### src/rtl/pipeline_pkg.sv
`default_nettype none
// ============================================================================
//  Module      : pipeline_pkg
//  Description : Shared stall masks, stage indices and mult/div FSM state type
//                for the 5-stage pipeline stall controller.
//  Revision    : 1.0 - initial release
// ============================================================================
package pipeline_pkg;

  // Bit positions inside the stall vector
  localparam int STG_PC  = 0;
  localparam int STG_IF  = 1;
  localparam int STG_ID  = 2;
  localparam int STG_EX  = 3;
  localparam int STG_MEM = 4;
  localparam int STG_WB  = 5;

  // A stage requesting a stall holds itself and everything upstream of it
  localparam logic [5:0] STALL_NONE = 6'b000000;
  localparam logic [5:0] STALL_ID   = 6'b000111;
  localparam logic [5:0] STALL_EX   = 6'b001111;
  localparam logic [5:0] STALL_MEM  = 6'b011111;

  typedef enum logic [0:0] {
    IDLE   = 1'b0,
    MD_RUN = 1'b1
  } md_state_t;

  function automatic int max_int(input int a, input int b);
    return (a > b) ? a : b;
  endfunction

endpackage
`default_nettype wire

### src/rtl/md_latency_counter.sv
`default_nettype none
// ============================================================================
//  Module      : md_latency_counter
//  Description : Loadable down-counter with hold and zero flag; tracks the
//                remaining EX cycles of a multi-cycle mult/div operation.
//  Revision    : 1.0 - initial release
// ============================================================================
module md_latency_counter #(
  parameter int WIDTH = 5
) (
  input  logic             clk,
  input  logic             rst_n,
  input  logic             load_i,
  input  logic [WIDTH-1:0] load_val_i,
  input  logic             hold_i,
  output logic             zero_o
);

  logic [WIDTH-1:0] count_q;
  logic [WIDTH-1:0] count_d;

  // Load has priority; otherwise count down towards zero and stick there
  always_comb begin
    count_d = count_q;
    if (load_i) begin
      count_d = load_val_i;
    end else if (!hold_i && (count_q != '0)) begin
      count_d = count_q - WIDTH'(1);
    end
  end

  // Counter register
  always_ff @(posedge clk or negedge rst_n) begin
    if (!rst_n) begin
      count_q <= '0;
    end else begin
      count_q <= count_d;
    end
  end

  assign zero_o = (count_q == '0);

endmodule
`default_nettype wire

### src/rtl/pipeline_stall_ctrl.sv
`default_nettype none
// ============================================================================
//  Module      : pipeline_stall_ctrl
//  Description : Merges ID / EX / MEM stall requests into the 6-bit stall
//                vector, sequences multi-cycle mult/div in EX, enforces the
//                memory-wait timeout and counts stalled cycles.
//  Revision    : 1.0 - initial release
// ============================================================================
module pipeline_stall_ctrl
  import pipeline_pkg::*;
#(
  parameter int MUL_LAT     = 4,
  parameter int DIV_LAT     = 32,
  parameter int MEM_TIMEOUT = 64
) (
  input  logic        clk,
  input  logic        reset,
  input  logic        id_stall_req,
  input  logic        ex_md_op,
  input  logic        ex_md_is_div,
  input  logic        mem_req,
  input  logic        mem_ack,
  output logic [5:0]  stall,
  output logic        md_done,
  output logic        md_busy,
  output logic        mem_timeout,
  output logic [15:0] stall_cycles
);

  localparam int CNT_W  = $clog2(max_int(MUL_LAT, DIV_LAT));
  localparam int WAIT_W = $clog2(MEM_TIMEOUT + 1);
  // The entry cycle in IDLE already counts as one EX cycle, and the final
  // (done) cycle is the cycle in which the counter reads zero.
  localparam logic [CNT_W-1:0] MUL_LOAD = CNT_W'(MUL_LAT - 2);
  localparam logic [CNT_W-1:0] DIV_LOAD = CNT_W'(DIV_LAT - 2);

  md_state_t         state_q, state_d;
  logic [WAIT_W-1:0] wait_cnt_q, wait_cnt_d;
  logic [15:0]       stall_cycles_q, stall_cycles_d;

  logic             md_load, md_hold, md_zero;
  logic [CNT_W-1:0] md_load_val;
  logic             ex_stall, id_stall, timeout_hit, mem_stall;

  // While reset is asserted every request is masked so outputs stay quiet
  assign id_stall    = reset & id_stall_req;
  assign timeout_hit = (wait_cnt_q == WAIT_W'(MEM_TIMEOUT));
  // An ack arriving in the timeout cycle wins: the access completes normally
  assign mem_stall   = reset & mem_req & ~mem_ack & ~timeout_hit;
  assign mem_timeout = reset & mem_req & ~mem_ack &  timeout_hit;

  md_latency_counter #(
    .WIDTH (CNT_W)
  ) u_md_cnt (
    .clk        (clk),
    .rst_n      (reset),
    .load_i     (md_load),
    .load_val_i (md_load_val),
    .hold_i     (md_hold),
    .zero_o     (md_zero)
  );

  // Mult/div sequencer: next state, EX stall request and completion pulse
  always_comb begin
    state_d     = state_q;
    ex_stall    = 1'b0;
    md_done     = 1'b0;
    md_busy     = 1'b0;
    md_load     = 1'b0;
    md_hold     = 1'b1;
    md_load_val = ex_md_is_div ? DIV_LOAD : MUL_LOAD;
    case (state_q)
      IDLE: begin
        if (ex_md_op && reset) begin
          ex_stall = 1'b1;
          md_load  = 1'b1;
          state_d  = MD_RUN;
        end
      end
      MD_RUN: begin
        md_busy = 1'b1;
        if (!md_zero) begin
          md_hold  = 1'b0;
          ex_stall = 1'b1;
        end else if (!mem_stall) begin
          md_done = 1'b1;
          state_d = IDLE;
        end else begin
          // Result is ready but MEM is still frozen; keep EX held
          ex_stall = 1'b1;
        end
      end
      default: state_d = IDLE;
    endcase
  end

  // Widest active mask wins
  assign stall = (id_stall  ? STALL_ID  : STALL_NONE)
               | (ex_stall  ? STALL_EX  : STALL_NONE)
               | (mem_stall ? STALL_MEM : STALL_NONE);

  // Consecutive memory-wait counter and saturating stall performance counter
  always_comb begin
    wait_cnt_d     = mem_stall ? (wait_cnt_q + WAIT_W'(1)) : '0;
    stall_cycles_d = stall_cycles_q;
    if (stall[STG_PC] && (stall_cycles_q != 16'hFFFF)) begin
      stall_cycles_d = stall_cycles_q + 16'd1;
    end
  end

  // State registers
  always_ff @(posedge clk or negedge reset) begin
    if (!reset) begin
      state_q        <= IDLE;
      wait_cnt_q     <= '0;
      stall_cycles_q <= '0;
    end else begin
      state_q        <= state_d;
      wait_cnt_q     <= wait_cnt_d;
      stall_cycles_q <= stall_cycles_d;
    end
  end

  assign stall_cycles = stall_cycles_q;

endmodule
`default_nettype wire
### config.mk
export PLATFORM = sky130hd
export DESIGN_NAME = pipeline_stall_ctrl
export DESIGN_NICKNAME = d
export VERILOG_FILES = /design/src/rtl/pipeline_pkg.sv /design/src/rtl/md_latency_counter.sv /design/src/rtl/pipeline_stall_ctrl.sv
export SDC_FILE = /design/constraint.sdc
export NUM_CORES = 1
export LEC_CHECK = 0
export ABC_CLOCK_PERIOD_IN_PS = 1730
export BUFFER_PORTS_ARGS = -buffer_cell sky130_fd_sc_hd__buf_2
export CELL_PAD_IN_SITES_DETAIL_PLACEMENT = 1
export CELL_PAD_IN_SITES_GLOBAL_PLACEMENT = 2
export CORE_MARGIN = 2
export CORE_UTILIZATION = 30
export CTS_BUF_LIST = sky130_fd_sc_hd__clkbuf_8 sky130_fd_sc_hd__clkbuf_16
export DETAILED_ROUTE_END_ITERATION = 10
export GPL_ROUTABILITY_DRIVEN = 1
export HOLD_SLACK_MARGIN = 0.12
export PLACE_DENSITY = 0.81
export SLEW_MARGIN = 0
export SYNTH_ARGS = -nofsm -noshare
export SYNTH_HDL_FRONTEND = slang
export SYNTH_SLANG_ARGS = --single-unit
### constraint.sdc
create_clock -name clk -period 1.73 [get_ports clk]
set_input_delay 0.173 -clock clk [delete_from_list [all_inputs] [get_ports clk]]
set_output_delay 0.173 -clock clk [all_outputs]
set_load 0.02 [all_outputs]
==> results.ini <==
[die]
start_util=0.317
die_w_microns=75.3
placementRows=25
io_pins=32
core_sq_um=4820
die_area_sq_um=5670
die_h_microns=75.3

[layout]
fin_cells=283
finalNetCount=227
final_area_sq_um=2250
layout-drive-gt1-share=0.454
fin_util=0.467
syn2layout_area_growth_pct=47.5
diodes=0

[timing]
fin_ws_ns=-0.150
fmax_mhz=532
maxSlewViolCount=0
hold_viol=0
rsz0062_at_grt=yes
post-route-period-util=1.09
setup_viol=13
fin_crit_ns=1.88
finClkSkew_ns=0.00633

[place]
io_buffer_count=30
place_congestion=0.803
dp_cells=263
post_dp_cell_area_sq_um=1920
hpwl_microns=3070

[cts]
clkSinkCount=29
cts.path.max_buffers=2
clk_latency_ns=0.28
root_buffer=clkbuf_8
cts_tree=done
numCtsBuffers=5
htree_num_levels=2
path_clk_slew_ns=0.06

[flow_run]
maxCapViolCount=0

[logic_synthesis]
ys_types=38
synth_area_per_cell_sq_um=10.2
ys.warnings.count=0
synth-seq-cells=29
synthCells=149
syn-num-nets=160
seq_area_frac_synth=0.475
synth_area_sq_um=1530

[detailed_routing]
drtPass1Iterations=4
drtIter0Drc=60
via_count=1311
vias_per_cell=4.63
detail-route-antenna-nets=0
drt-total-wl_microns=4250
post_drt_wl_per_cell_microns=15.0
drc=0

[worst_hold_path]
min-delay-start=ex_md_is_div
worstHoldEndpoint=u_md_cnt.count_q[4]
hold_class=input pin to register
whs_path_depth=3

[worst_setup_path]
crit_path_max_fanout=3
r2r.worst_path.cells=8
rr_endpoint=stall_cycles[14]
r2r_start=u_md_cnt.count_q[1]
cp_data_arrival_time_ns=1.71
crit_type=register to primary output
end_kind=primary output
startpoint_type=register
cp.required_ns=1.56
rrSetupSlack_ns=-0.14

[global_route]
overflow=0
grt_pass1_wl_microns=7030
grtUsageTotal=0.169
grt_pass1_vias=1483
grt_start_max_net_pins=27
antenna_found_initial=0

[power]
peakVddDrop_mv=0.696
p_per_area_nw_per_um2=1410
p_leak_nw=1.04

[outcome]
status=finished, violations left
failed_checks=setup timing

worst max path at each step:
stage,from,to,slack (ns),depth (start not counted)
finish,u_md_cnt.count_q[1],stall[0],-0.15,8
floorplan,u_md_cnt.count_q[0],stall_cycles[12],-0.14,9
global route,u_md_cnt.count_q[1],stall[0],-0.24,8
detailed placement,u_md_cnt.count_q[1],stall_cycles[12],-0.08,8
CTS,u_md_cnt.count_q[0],stall[1],-0.15,8
global placement,u_md_cnt.count_q[1],stall_cycles[12],0.02,8
where the power goes:
group | internal (W) | switching, W
Clock | 0.000309 | 0.000250
Sequential | 0.000854 | 0.000181
Combinational | 0.000790 | 0.000781
registers in the layout (all words and copies together), names as in the netlist:
register and cells:
stall_cycles 16, wait_cnt_q 7, state_q 1, u_md_cnt.count_q 5
synth_stat cells, drive strengths merged:
master	n	area (sq um)
mux2	3	37.5
o21ai	2	10.0
a31oi	1	6.26
xnor2	11	96.3
or2	1	6.26
nor2b	1	6.26
and3	5	37.5
nor3	3	15.0
a21oi	2	10.0
nor4b	2	32.5
xor2	9	78.8
nand3b	2	18.8
a21boi	1	7.51
ha	4	50.1
conb	1	3.75
nand3	14	70.1
nor2	14	55.1
nand2	9	33.8
o311ai	1	8.76
inv	10	37.5
nand4	8	50.1
dfrtp	29	726
a41o	1	10.0
o211ai	1	7.51
or4	1	7.51
nand2b	3	18.8
buf	7	60.1
and2	1	6.26
nor4	2	18.8
per-stage QoR:
stage	setup slack [ns]	hold slack (ns)	setup TNS [ns]	total power [W]
6_report	-0.150	0.157	-0.911	0.00316
5_1_grt	-0.241	0.168	-2.44	0.00338
4_1_cts	-0.154	0.151	-0.875	0.00314
3_5_place_dp	-0.0825	0.165	-0.130	0.00232
3_3_place_gp	0.0223	0.166	0	0.00224
2_1_floorplan	-0.139	-0.123	-0.222	0.00182
layer usage:
metal | GRT usage | part of all wire | routed length, microns | vias up
li1 | - | - | - | 634
met1 | 0.193 | 0.42 | 1790 | 643
met2 | 0.291 | 0.53 | 2240 | 25
met3 | 0.0463 | 0.029 | 123 | 9
met4 | 0.0819 | 0.023 | 98 | 0
met5 | 0 | 0 | 0 | -
cell usage in the layout (no fill, tap or decap), drive strengths merged:
| master | n |
|---|---|
| dfrtp | 29 |
| nor2 | 14 |
| or2 | 1 |
| inv | 11 |
| xor2 | 9 |
| a31oi | 1 |
| a41o | 1 |
| o311ai | 1 |
| nor3 | 3 |
| buf | 66 |
| mux2 | 3 |
| nor4b | 2 |
| xnor2 | 11 |
| nand3 | 14 |
| nand2b | 3 |
| and3 | 5 |
| conb | 1 |
| o21ai | 2 |
| or4 | 1 |
| a21boi | 1 |
| nand4 | 8 |
| nand3b | 2 |
| dlygate4sd3 | 1 |
| nor2b | 1 |
| and2 | 1 |
| o211ai | 1 |
| a21oi | 2 |
| ha | 4 |
| clkbuf | 6 |
| nor4 | 2 |
| nand2 | 9 |
cells by family (layout without fill, tap and decap cells):
family | after synthesis | count (layout) | synth area share
other | 1 | 1 | 0.00246
XOR/XNOR | 20 | 20 | 0.115
multiplexers | 3 | 3 | 0.0246
adder cells (fa/ha/maj) | 4 | 4 | 0.0328
AO/OA/AOI/OAI | 9 | 9 | 0.0394
AND/OR/NAND/NOR | 66 | 66 | 0.247
buffers and inverters | 17 | 84 | 0.0639
flip-flops | 29 | 29 | 0.475
critical path, cell delays in order (launching register included):
cell	delay, ns
dfrtp_1	0.39
inv_2	0.08
ha_4	0.13
nor4b_4	0.19
nand2b_4	0.18
and3_4	0.19
inv_4	0.03
buf_6	0.11
buf_6	0.12
repair_timing:
item / in CTS / in global routing
hold buffers: 1 / 0
gates resized for setup: 23 / 12
pin swaps: 8 / 5
endpoints found under the setup margin: 8 / 22
cloned: 0 / 0
buffers inserted: 10 / 3
endpoints found under the hold margin: 29 / 0
area by class of cell:
type | instances | area (sq um)
clock buffer | 6 | 82.6
clock inverter | 1 | 3.75
fill | 574 | 2570
inverter | 10 | 42.5
multi-input combinational | 103 | 813
sequential | 29 | 726
tap | 67 | 83.8
timing repair buffer | 67 | 499
Power figures use the tool's default switching activity.
